`src/rtl/boot_pkg.sv`:
```
// Shared types and widths for the boot loader: sequencer states, image regions and bus widths.
package boot_pkg;

    localparam int BOOT_ADDR_W = 17;
    localparam int BOOT_DATA_W = 8;

    typedef enum logic [2:0] {
        START = 3'd0,
        READ  = 3'd1,
        SETUP = 3'd2,
        WRITE = 3'd3,
        HOLD  = 3'd4,
        DONE  = 3'd5
    } state_t;

    typedef enum logic [1:0] {
        SLICE     = 2'd0,
        LOOKAHEAD = 2'd1,
        CONTROL   = 2'd2
    } region_t;

endpackage

```
`src/rtl/boot_wait_timer.sv`:
```
// Loadable down-counter with a zero flag, paces the EEPROM access time.
// Latency: zero asserts the cycle after the counter reaches 0; load wins over decrement.
// Backpressure: none; counts only while en is high and saturates at 0.
module boot_wait_timer #(
    parameter int W = 2
) (
    input  logic         clk,
    input  logic         rst,
    input  logic         load,
    input  logic [W-1:0] load_val,
    input  logic         en,
    output logic         zero
);

    logic [W-1:0] count_q;

    always_ff @(posedge clk) begin
        if (rst) begin
            count_q <= '0;
        end else if (load) begin
            count_q <= load_val;
        end else if (en && (count_q != '0)) begin
            count_q <= count_q - 1'b1;
        end
    end

    assign zero = (count_q == '0);

endmodule

```
`src/rtl/boot_loader.sv`:
```
// Copies slice, lookahead and microcode images from EEPROM into their SRAMs after reset.
// Latency: EEPROM_WAIT+3 cycles per byte; all outputs registered.
// Backpressure: none; the sequence free-runs and parks in DONE until the next reset.
module boot_loader
    import boot_pkg::*;
#(
    parameter int SLICE_DEPTH     = 131072,
    parameter int LOOKAHEAD_DEPTH = 512,
    parameter int CONTROL_DEPTH   = 4096,
    parameter int EEPROM_WAIT     = 3
) (
    input  logic                   CLK,
    input  logic                   RST,
    input  logic                   SKIP,
    input  logic [BOOT_DATA_W-1:0] EEPROM_DATA,
    output logic [BOOT_ADDR_W-1:0] EEPROM_ADDR,
    output logic [1:0]             EEPROM_SEL,
    output logic                   EEPROM_N_OE,
    output logic [BOOT_ADDR_W-1:0] ADDR,
    output logic [BOOT_DATA_W-1:0] DATA,
    output logic                   MLU_SLICE_N_WE,
    output logic                   MLU_LOOKAHEAD_N_WE,
    output logic                   CONTROL_N_WE,
    output logic                   N_BOOTED
);

    localparam int TIMER_W = $clog2(EEPROM_WAIT) + 1;
    localparam logic [TIMER_W-1:0] WAIT_LOAD = TIMER_W'(EEPROM_WAIT - 1);
    localparam logic [BOOT_ADDR_W-1:0] SLICE_LAST     = BOOT_ADDR_W'(SLICE_DEPTH - 1);
    localparam logic [BOOT_ADDR_W-1:0] LOOKAHEAD_LAST = BOOT_ADDR_W'(LOOKAHEAD_DEPTH - 1);
    localparam logic [BOOT_ADDR_W-1:0] CONTROL_LAST   = BOOT_ADDR_W'(CONTROL_DEPTH - 1);

    state_t                 state_q, state_d;
    region_t                region_q, region_d;
    logic [BOOT_ADDR_W-1:0] addr_q, addr_d;
    logic [BOOT_ADDR_W-1:0] region_last;
    logic                   timer_load;
    logic                   timer_zero;

    logic                   n_booted_d;
    logic                   n_oe_d;
    logic                   slice_n_we_d;
    logic                   lookahead_n_we_d;
    logic                   control_n_we_d;
    logic [BOOT_DATA_W-1:0] data_d;

    boot_wait_timer #(
        .W (TIMER_W)
    ) u_wait (
        .clk      (CLK),
        .rst      (RST),
        .load     (timer_load),
        .load_val (WAIT_LOAD),
        .en       (state_q == READ),
        .zero     (timer_zero)
    );

    always_comb begin
        region_last = SLICE_LAST;
        case (region_q)
            LOOKAHEAD: region_last = LOOKAHEAD_LAST;
            CONTROL:   region_last = CONTROL_LAST;
            default:   region_last = SLICE_LAST;
        endcase
    end

    always_ff @(posedge CLK) begin
        if (RST) begin
            state_q  <= START;
            region_q <= SLICE;
            addr_q   <= '0;
        end else begin
            state_q  <= state_d;
            region_q <= region_d;
            addr_q   <= addr_d;
        end
    end

    always_comb begin
        state_d    = state_q;
        region_d   = region_q;
        addr_d     = addr_q;
        timer_load = 1'b0;
        case (state_q)
            START: begin
                if (SKIP) begin
                    state_d = DONE;
                end else begin
                    state_d    = READ;
                    timer_load = 1'b1;
                end
            end
            READ: begin
                if (timer_zero) begin
                    state_d = SETUP;
                end
            end
            SETUP: state_d = WRITE;
            WRITE: state_d = HOLD;
            HOLD: begin
                timer_load = 1'b1;
                if (addr_q != region_last) begin
                    addr_d  = addr_q + 1'b1;
                    state_d = READ;
                end else if (region_q != CONTROL) begin
                    region_d = region_t'(region_q + 2'd1);
                    addr_d   = '0;
                    state_d  = READ;
                end else begin
                    state_d = DONE;
                end
            end
            DONE:    state_d = DONE;
            default: state_d = START;
        endcase
    end

    // Outputs are decoded from the next state so they switch on the same edge as the FSM.
    always_comb begin
        n_booted_d       = (state_d != DONE);
        n_oe_d           = (state_d != READ);
        slice_n_we_d     = !((state_d == WRITE) && (region_d == SLICE));
        lookahead_n_we_d = !((state_d == WRITE) && (region_d == LOOKAHEAD));
        control_n_we_d   = !((state_d == WRITE) && (region_d == CONTROL));
        data_d           = DATA;
        if ((state_q == READ) && timer_zero) begin
            data_d = EEPROM_DATA;
        end
    end

    always_ff @(posedge CLK) begin
        if (RST) begin
            N_BOOTED           <= 1'b1;
            EEPROM_N_OE        <= 1'b1;
            MLU_SLICE_N_WE     <= 1'b1;
            MLU_LOOKAHEAD_N_WE <= 1'b1;
            CONTROL_N_WE       <= 1'b1;
            ADDR               <= '0;
            EEPROM_ADDR        <= '0;
            EEPROM_SEL         <= 2'd0;
            DATA               <= '0;
        end else begin
            N_BOOTED           <= n_booted_d;
            EEPROM_N_OE        <= n_oe_d;
            MLU_SLICE_N_WE     <= slice_n_we_d;
            MLU_LOOKAHEAD_N_WE <= lookahead_n_we_d;
            CONTROL_N_WE       <= control_n_we_d;
            ADDR               <= addr_d;
            EEPROM_ADDR        <= addr_d;
            EEPROM_SEL         <= region_d;
            DATA               <= data_d;
        end
    end

endmodule

```
`config.mk`:
```
export PLATFORM = sky130hd
export DESIGN_NAME = boot_loader
export DESIGN_NICKNAME = d
export VERILOG_FILES = /design/src/rtl/boot_pkg.sv /design/src/rtl/boot_wait_timer.sv /design/src/rtl/boot_loader.sv
export SDC_FILE = /design/constraint.sdc
export NUM_CORES = 1
export LEC_CHECK = 0
export CORE_MARGIN = 4
export CORE_UTILIZATION = 51
export DETAILED_ROUTE_END_ITERATION = 10
export GPL_TIMING_DRIVEN = 0
export PLACE_DENSITY = 0.93
export SLEW_MARGIN = 10
export SYNTH_ARGS = -nofsm -noshare
export SYNTH_HDL_FRONTEND = slang
export SYNTH_SLANG_ARGS = --single-unit
```
`constraint.sdc`:
```
create_clock -name CLK -period 4.3 [get_ports CLK]
set_input_delay 0.43 -clock CLK [delete_from_list [all_inputs] [get_ports CLK]]
set_output_delay 0.43 -clock CLK [all_outputs]
set_load 0.03 [all_outputs]
```
==> results of run 1 <==
-- Yosys cell counts (2+ instances only) --
| cell type | number |
|---|---|
| mux2i_1 | 11 |
| or4b_1 | 2 |
| nor2_1 | 18 |
| nand4_1 | 4 |
| ha_1 | 6 |
| dfxtp_1 | 38 |
| buf_2 | 4 |
| o31ai_1 | 6 |
| nor3_1 | 12 |
| and4_1 | 2 |
| nand3_1 | 6 |
| nor4b_1 | 2 |
| nor3b_1 | 4 |
| or4_1 | 7 |
| inv_1 | 6 |
| nand2_1 | 11 |
| and3b_1 | 2 |
| clkbuf_1 | 4 |
| o211a_1 | 2 |
| nor2b_1 | 2 |
| o21ai_0 | 14 |
| or3_1 | 10 |
| a21oi_1 | 21 |
| buf_4 | 17 |
-- how the worst max path moves through the flow --
stage | startpoint | to | slack [ns] | depth (start not counted)
floorplan | EEPROM_SEL[0]$_SDFF_PP0_ | N_BOOTED$_SDFF_PP1_ | 1.78 | 8
finish | EEPROM_SEL[0]$_SDFF_PP0_ | N_BOOTED$_SDFF_PP1_ | 1.67 | 8
detailed placement | EEPROM_SEL[0]$_SDFF_PP0_ | N_BOOTED$_SDFF_PP1_ | 1.71 | 8
CTS | EEPROM_SEL[0]$_SDFF_PP0_ | N_BOOTED$_SDFF_PP1_ | 1.69 | 8
global route | EEPROM_SEL[1]$_SDFF_PP0_ | ADDR[9]$_SDFFE_PP0P_ | 1.52 | 8
global placement | EEPROM_SEL[0]$_SDFF_PP0_ | N_BOOTED$_SDFF_PP1_ | 1.77 | 8
-- metrics by stage --
stage	utilization, %	std cells	cell area (um^2)	power [mW]
global route	73.4	348	2770	1.02
global placement	71.2	342	2690	0.724
CTS	73.4	348	2770	0.977
finish	73.4	348	2770	0.970
floorplan	-	235	2030	0.637
detailed placement	71.2	342	2690	0.737
-- state kept, by name, summed over array words and instances (netlist names) --
name,flops
state_q,3
N_BOOTED,1
MLU_SLICE_N_WE,1
u_wait.count_q,3
MLU_LOOKAHEAD_N_WE,1
EEPROM_N_OE,1
ADDR,17
CONTROL_N_WE,1
EEPROM_SEL,2
DATA,8
-- area by class of cell --
type	count	area [um^2]	share of cell area, %
Multi-Input combinational cell	164	1070	38.8
Timing Repair Buffer	59	591	21.3
Sequential cell	38	761	27.5
Buffer	27	178	6.42
Inverter	6	22.5	0.814
Tap cell	48	60.1	2.17
Clock buffer	6	82.6	2.98
-- cells by family after synthesis --
| family | Yosys count | share of synthesized area [%] |
|---|---|---|
| AO/OA/AOI/OAI | 52 | 16.1 |
| XOR/XNOR | 2 | 0.861 |
| adder cells (fa/ha/maj) | 6 | 3.69 |
| buffers and inverters | 33 | 9.84 |
| flip-flops | 38 | 37.4 |
| multiplexers | 11 | 5.41 |
| AND/OR/NAND/NOR | 93 | 26.8 |
-- per-layer routing --
metal / wire, um / vias to the layer above / part of all wire, % / track usage (%)
met5: 0 / - / 0 / 0
met3: 383 / 6 / 7.9 / 6.53
met1: 1960 / 914 / 40 / 21.5
met4: 42 / 0 / 0.86 / 7.72
li1: - / 975 / - / -
met2: 2490 / 72 / 51 / 35.8
-- power by group through the flow --
stage	sequential [mW]	clock, mW	combinational [mW]
finish	0.414	0.237	0.319
detailed placement	0.422	0	0.315
CTS	0.414	0.242	0.321
global placement	0.419	0	0.305
floorplan	0.465	0	0.172
global route	0.417	0.254	0.351
-- worst min-delay path, cell delays in order, from the launching register on --
cell     delay, ns
dfxtp_1       0.33
mux2i_1       0.07
nor2_1        0.07
==> summary.md, run 1 <==
| Metric | Value |
|---|---|
| CTS tree | `done` |
| Syn Std Cell Area | `0.00203 mm^2` |
| Pwr Density | `351 mW/mm^2` |
| Setup Buffers After CTS | `0` |
| Clk slew on worst S/H paths | `0.07 ns` |
| Cells after synthesis | `235` |
| I/O pin cnt | `60` |
| R2r startpoint | `EEPROM_SEL[0]$_SDFF_PP0_` |
| VDD IR-drop max | `0.302 mV` |
| CP Capture Type | `flop` |
| Number of DRC markers in iteration 0 | `175` |
| Maximum number of pins on one net before global-route repair | `11` |
| ANT cells | `0` |
| Logic pwr share | `32.9%` |
| CTS Hold Bufs | `0` |
| CP delay by family, top | `simple AND/OR/NAND/NOR gates` |
| PostCTS Resize Cnt | `0` |
| Clock power share | `24.5%` |
| Max-Slew Margin vs Limit | `64.6%` |
| Cell variety after synth | `48` |
| ANT nets after route | `0` |
| Psw | `0.323 mW` |
| Actual slew at the worst max-slew pin | `0.523 ns` |
| Vias in the first global route | `1955` |
| Worst Hold Class | `reg2reg` |
| Effective utilization at floorplan | `53.9%` |
| Worst hold margin | `0.498 ns` |
| Critical-path maximum fanout | `10` |
| Skew final | `0.00457 ns` |
| Hold path start | `DATA[7]$_SDFFE_PP0P_` |
| CP peak stage delay | `0.48 ns` |
| Post-synth EDFFs | `0` |
| WL/cell | `14.0 um` |
| Filler cells | `311` |
| FF-to-FF setup slack | `1.67 ns` |
| Worst setup SP type | `flop` |
| Final setup vio count | `0` |
| Run status | `finished clean` |
| Clock net sink count | `38` |
| Leak pwr | `1.06 nW` |
| Final hold violation count | `0` |
| Layout Nets | `318` |
| Antenna violations before repair | `0` |
| Reg power frac | `42.6%` |
| Total core area | `0.00377 mm^2` |
| Commonest non-fill, non-tap cell in the layout | `clkdlybuf4s50_1` |
| Internal | `0.648 mW` |
| First-pass GRT wire length | `8420 um` |
| Sw Share | `33.2%` |
| Fmax | `380 MHz` |
| DRC Markers | `0` |
| Sink of the worst hold path | `DATA[7]$_SDFFE_PP0P_` |
| Yosys warns | `0` |
| Kind of critical path | `reg2reg` |
| Die Wd | `71.2 um` |
| Die H | `71.2 um` |
| Num rows | `22` |
| Syn_area_per_cell | `8.66 um^2` |
| Setup_tns | `0 ns` |
| I/O Buffers | `59` |
| Die ar. | `0.00506 mm^2` |
| Area delta synth->final | `36.0%` |
| Reg2Reg Depth | `8` |
| Top area cells in the synthesized netlist | `dfxtp_1, buf_4, mux2i_1` |
| Cts bufs inserted | `5` |
| Worst Path Required | `4.48 ns` |
| Drt pass-1 iters | `4` |
| Syn Nets | `252` |
| RSZ-0062 raised after global routing | `no` |
| Ys flop type | `dfxtp_1` |
| Most frequent cells in the layout | `clkdlybuf4s50_1, dfxtp_1, a21oi_1, nor2_1, buf_4` |
| Congestion Overflow GR | `0` |
| Maximum capacitance violations | `0` |
| Placer Congestion | `0.861` |
| Hpwl dp | `3590 um` |
| Area leader, netlist | `dfxtp_1` |
| Via Count | `1967` |
| R2R Path End | `N_BOOTED$_SDFF_PP1_` |
| Period minus WS final | `2.63 ns` |
| Final WS setup | `1.67 ns` |
| Vias per inst | `5.65` |
| Overall routing resource usage | `20.0%` |
| Clock buffer depth | `2` |
| Ys async rst share | `0%` |
| Yosys top cell area share | `37.4%` |
| H-tree levels | `2` |
| Final slew viol count | `0` |
| Critical path buffers and inverters | `2` |
| Worst slack, placed | `1.71 ns` |
| Final worst path period share | `61.2%` |
| Clk Latency, worst-skew pair | `0.28 ns` |
| Layout cells sized above 1 | `12.3%` |
| Hold depth | `2` |
| Seq/Total Area, Yosys | `37.4%` |
| Crit path cell chain | `inv_1, ha_1, or4b_1, nor3_2, o211a_2, buf_6, nand2_2, a211o_1` |
| Root buf cell | `clkbuf_8` |
| Crit path DAT | `2.81 ns` |
| CP max-delay cell | `or4b_1` |
| Drt total wl | `4880 um` |
| Synth Register Bits | `38` |
Power figures use the tool's default switching activity.
==> run 2: changes to the inputs <==
CORE_UTILIZATION = 47   (was 51)
PLACE_DENSITY = 0.88   (was 0.93)
clock period = 2.43 ns   (was 4.3 ns; I/O delays follow)
==> run 2 against run 1 <==
Against the previous run: clock power increased by 130%; critical path depth unchanged; clock skew up 0.0063 ns; largest cell class unchanged; sequential share of layout area shrank 0.87 points; register-to-register slack worse by 1.6 ns.
==> summary.md, run 2 (synthesis results as in run 1) <==
| Metric | Value |
|---|---|
| Drt total wl | `4890 um` |
| Effective utilization at floorplan | `49.8%` |
| FF-to-FF setup slack | `0.09 ns` |
| Largest register by flop count | `ADDR` |
| I/O Buffers | `59` |
| Final instance area | `0.00287 mm^2` |
| Congestion Overflow GR | `0` |
| Run status | `finished clean` |
| Root buf cell | `clkbuf_8` |
| H-tree levels | `2` |
| Period minus WS final | `2.34 ns` |
| Layout cells sized above 1 | `15.1%` |
| Die H | `73.8 um` |
| Worst setup SP type | `flop` |
| ANT nets after route | `0` |
| Num rows | `23` |
| Layout Cells excl Fill | `355` |
| Maximum capacitance violations | `0` |
| Die ar. | `0.00544 mm^2` |
| Placed Area | `0.00269 mm^2` |
| Vias in the first global route | `1797` |
| Crit path cell chain | `inv_1, ha_4, or4b_4, nor3_4, o211a_4, buf_6, nand2_2, a211o_1` |
| Fmax | `428 MHz` |
| Setup_tns | `0 ns` |
| Clk Latency, worst-skew pair | `0.29 ns` |
| Placed cell count | `344` |
| Final core utilization | `70.2%` |
| Maximum number of pins on one net before global-route repair | `12` |
| Layout Nets | `322` |
| Final worst path period share | `96.2%` |
| CTS Hold Bufs | `0` |
| R2r startpoint | `EEPROM_SEL[0]$_SDFF_PP0_` |
| Pwr Density | `637 mW/mm^2` |
| Final setup vio count | `0` |
| Area delta synth->final | `41.0%` |
| Max-Slew Margin vs Limit | `67.0%` |
| I/O pin cnt | `60` |
| Kind of critical path | `reg2reg` |
| Cts bufs inserted | `5` |
| VDD IR-drop max | `0.536 mV` |
| Worst Path Required | `2.61 ns` |
| First-pass GRT wire length | `7850 um` |
| Most frequent cells in the layout | `clkdlybuf4s50_1, dfxtp_1, buf_4, a21oi_1, nor2_1` |
| CP peak stage delay | `0.48 ns` |
| WL/cell | `13.8 um` |
| Commonest non-fill, non-tap cell in the layout | `clkdlybuf4s50_1` |
| Number of DRC markers in iteration 0 | `186` |
| CP Capture Type | `flop` |
| CP max-delay cell | `or4b_4` |
| Hpwl dp | `3550 um` |
| Placer Congestion | `0.868` |
| Number of flip-flops under the largest register name | `17` |
| Final slew viol count | `0` |
| Worst Hold Class | `reg2reg` |
| Final hold violation count | `0` |
| Hold path start | `u_wait.count_q[1]$_SDFFE_PP0P_` |
| Total core area | `0.00409 mm^2` |
| Clock buffer depth | `2` |
| Drt pass-1 iters | `4` |
| Critical-path maximum fanout | `10` |
| Die Wd | `73.8 um` |
| Final WS setup | `0.0929 ns` |
| Biggest regs | `ADDR (17), DATA (8)` |
| CTS tree | `done` |
| Clk slew on worst S/H paths | `0.07 ns` |
| Clock net sink count | `38` |
| Skew final | `0.0108 ns` |
| Overall routing resource usage | `18.3%` |
| Worst slack, placed | `-0.0374 ns` |
| CP startpoint | `EEPROM_SEL[0]$_SDFF_PP0_` |
| Leak pwr | `1.12 nW` |
| Antenna violations before repair | `0` |
| Crit path DAT | `2.52 ns` |
| Vias per inst | `5.62` |
| DRC Markers | `0` |
| Via Count | `1996` |
| Actual slew at the worst max-slew pin | `0.489 ns` |
| ANT cells | `0` |
==> run 2: path summary, 6_finish.rpt <==
path                                          to  cells after the start
hold / removal    u_wait.count_q[1]$_SDFFE_PP0P_                      2
setup / recovery             N_BOOTED$_SDFF_PP1_                      8
setup reg to reg             N_BOOTED$_SDFF_PP1_                      8
hold reg to reg   u_wait.count_q[1]$_SDFFE_PP0P_                      2
==> run 2: metrics by stage <==
stage / hold WS, ns / power (mW)
6_report: 0.497 / 1.83
5_1_grt: 0.542 / 1.93
4_1_cts: 0.508 / 1.84
3_5_place_dp: 0.487 / 1.30
3_3_place_gp: 0.472 / 1.28
2_1_floorplan: 0.368 / 1.13
==> run 2: per-layer routing <==
layer	part of all wire [%]	track usage (%)	vias up
li1	-	-	977
met2	49	31.3	84
met4	1.2	6.44	0
met1	41	21.7	928
met3	8.0	5.34	7
met5	0	0	-
==> run 2: repair_timing <==
action                                  4_1_cts  5_1_grt
setup buffers                                 0        4
endpoints found under the setup margin       16       22
pin swaps                                     0        4
endpoints found under the hold margin         0        0
gates resized for setup                       3        3
==> run 2: layout make-up <==
type                       instances  area (um^2)
buffer                            27          183
clock buffer                       6         82.6
clock inverter                     1         30.0
fill                             326         1220
inverter                           6         22.5
multi-input combinational        164         1100
sequential                        38          763
tap                               50         62.6
timing repair buffer              63          621
==> run 2: power by group <==
group | switching (mW) | internal (mW)
clock | 0.214 | 0.328
combinational | 0.313 | 0.238
sequential | 0.0425 | 0.690
total | 0.570 | 1.26
==> run 2: critical path: cells and delay by family, from the launching register on <==
| family | cells | cell delay, ns |
|---|---|---|
| compound gates | 2 | 0.48 |
| buf+inv | 2 | 0.25 |
| flops | 1 | 0.38 |
| simple gates | 3 | 0.82 |
| fa+ha+maj | 1 | 0.30 |
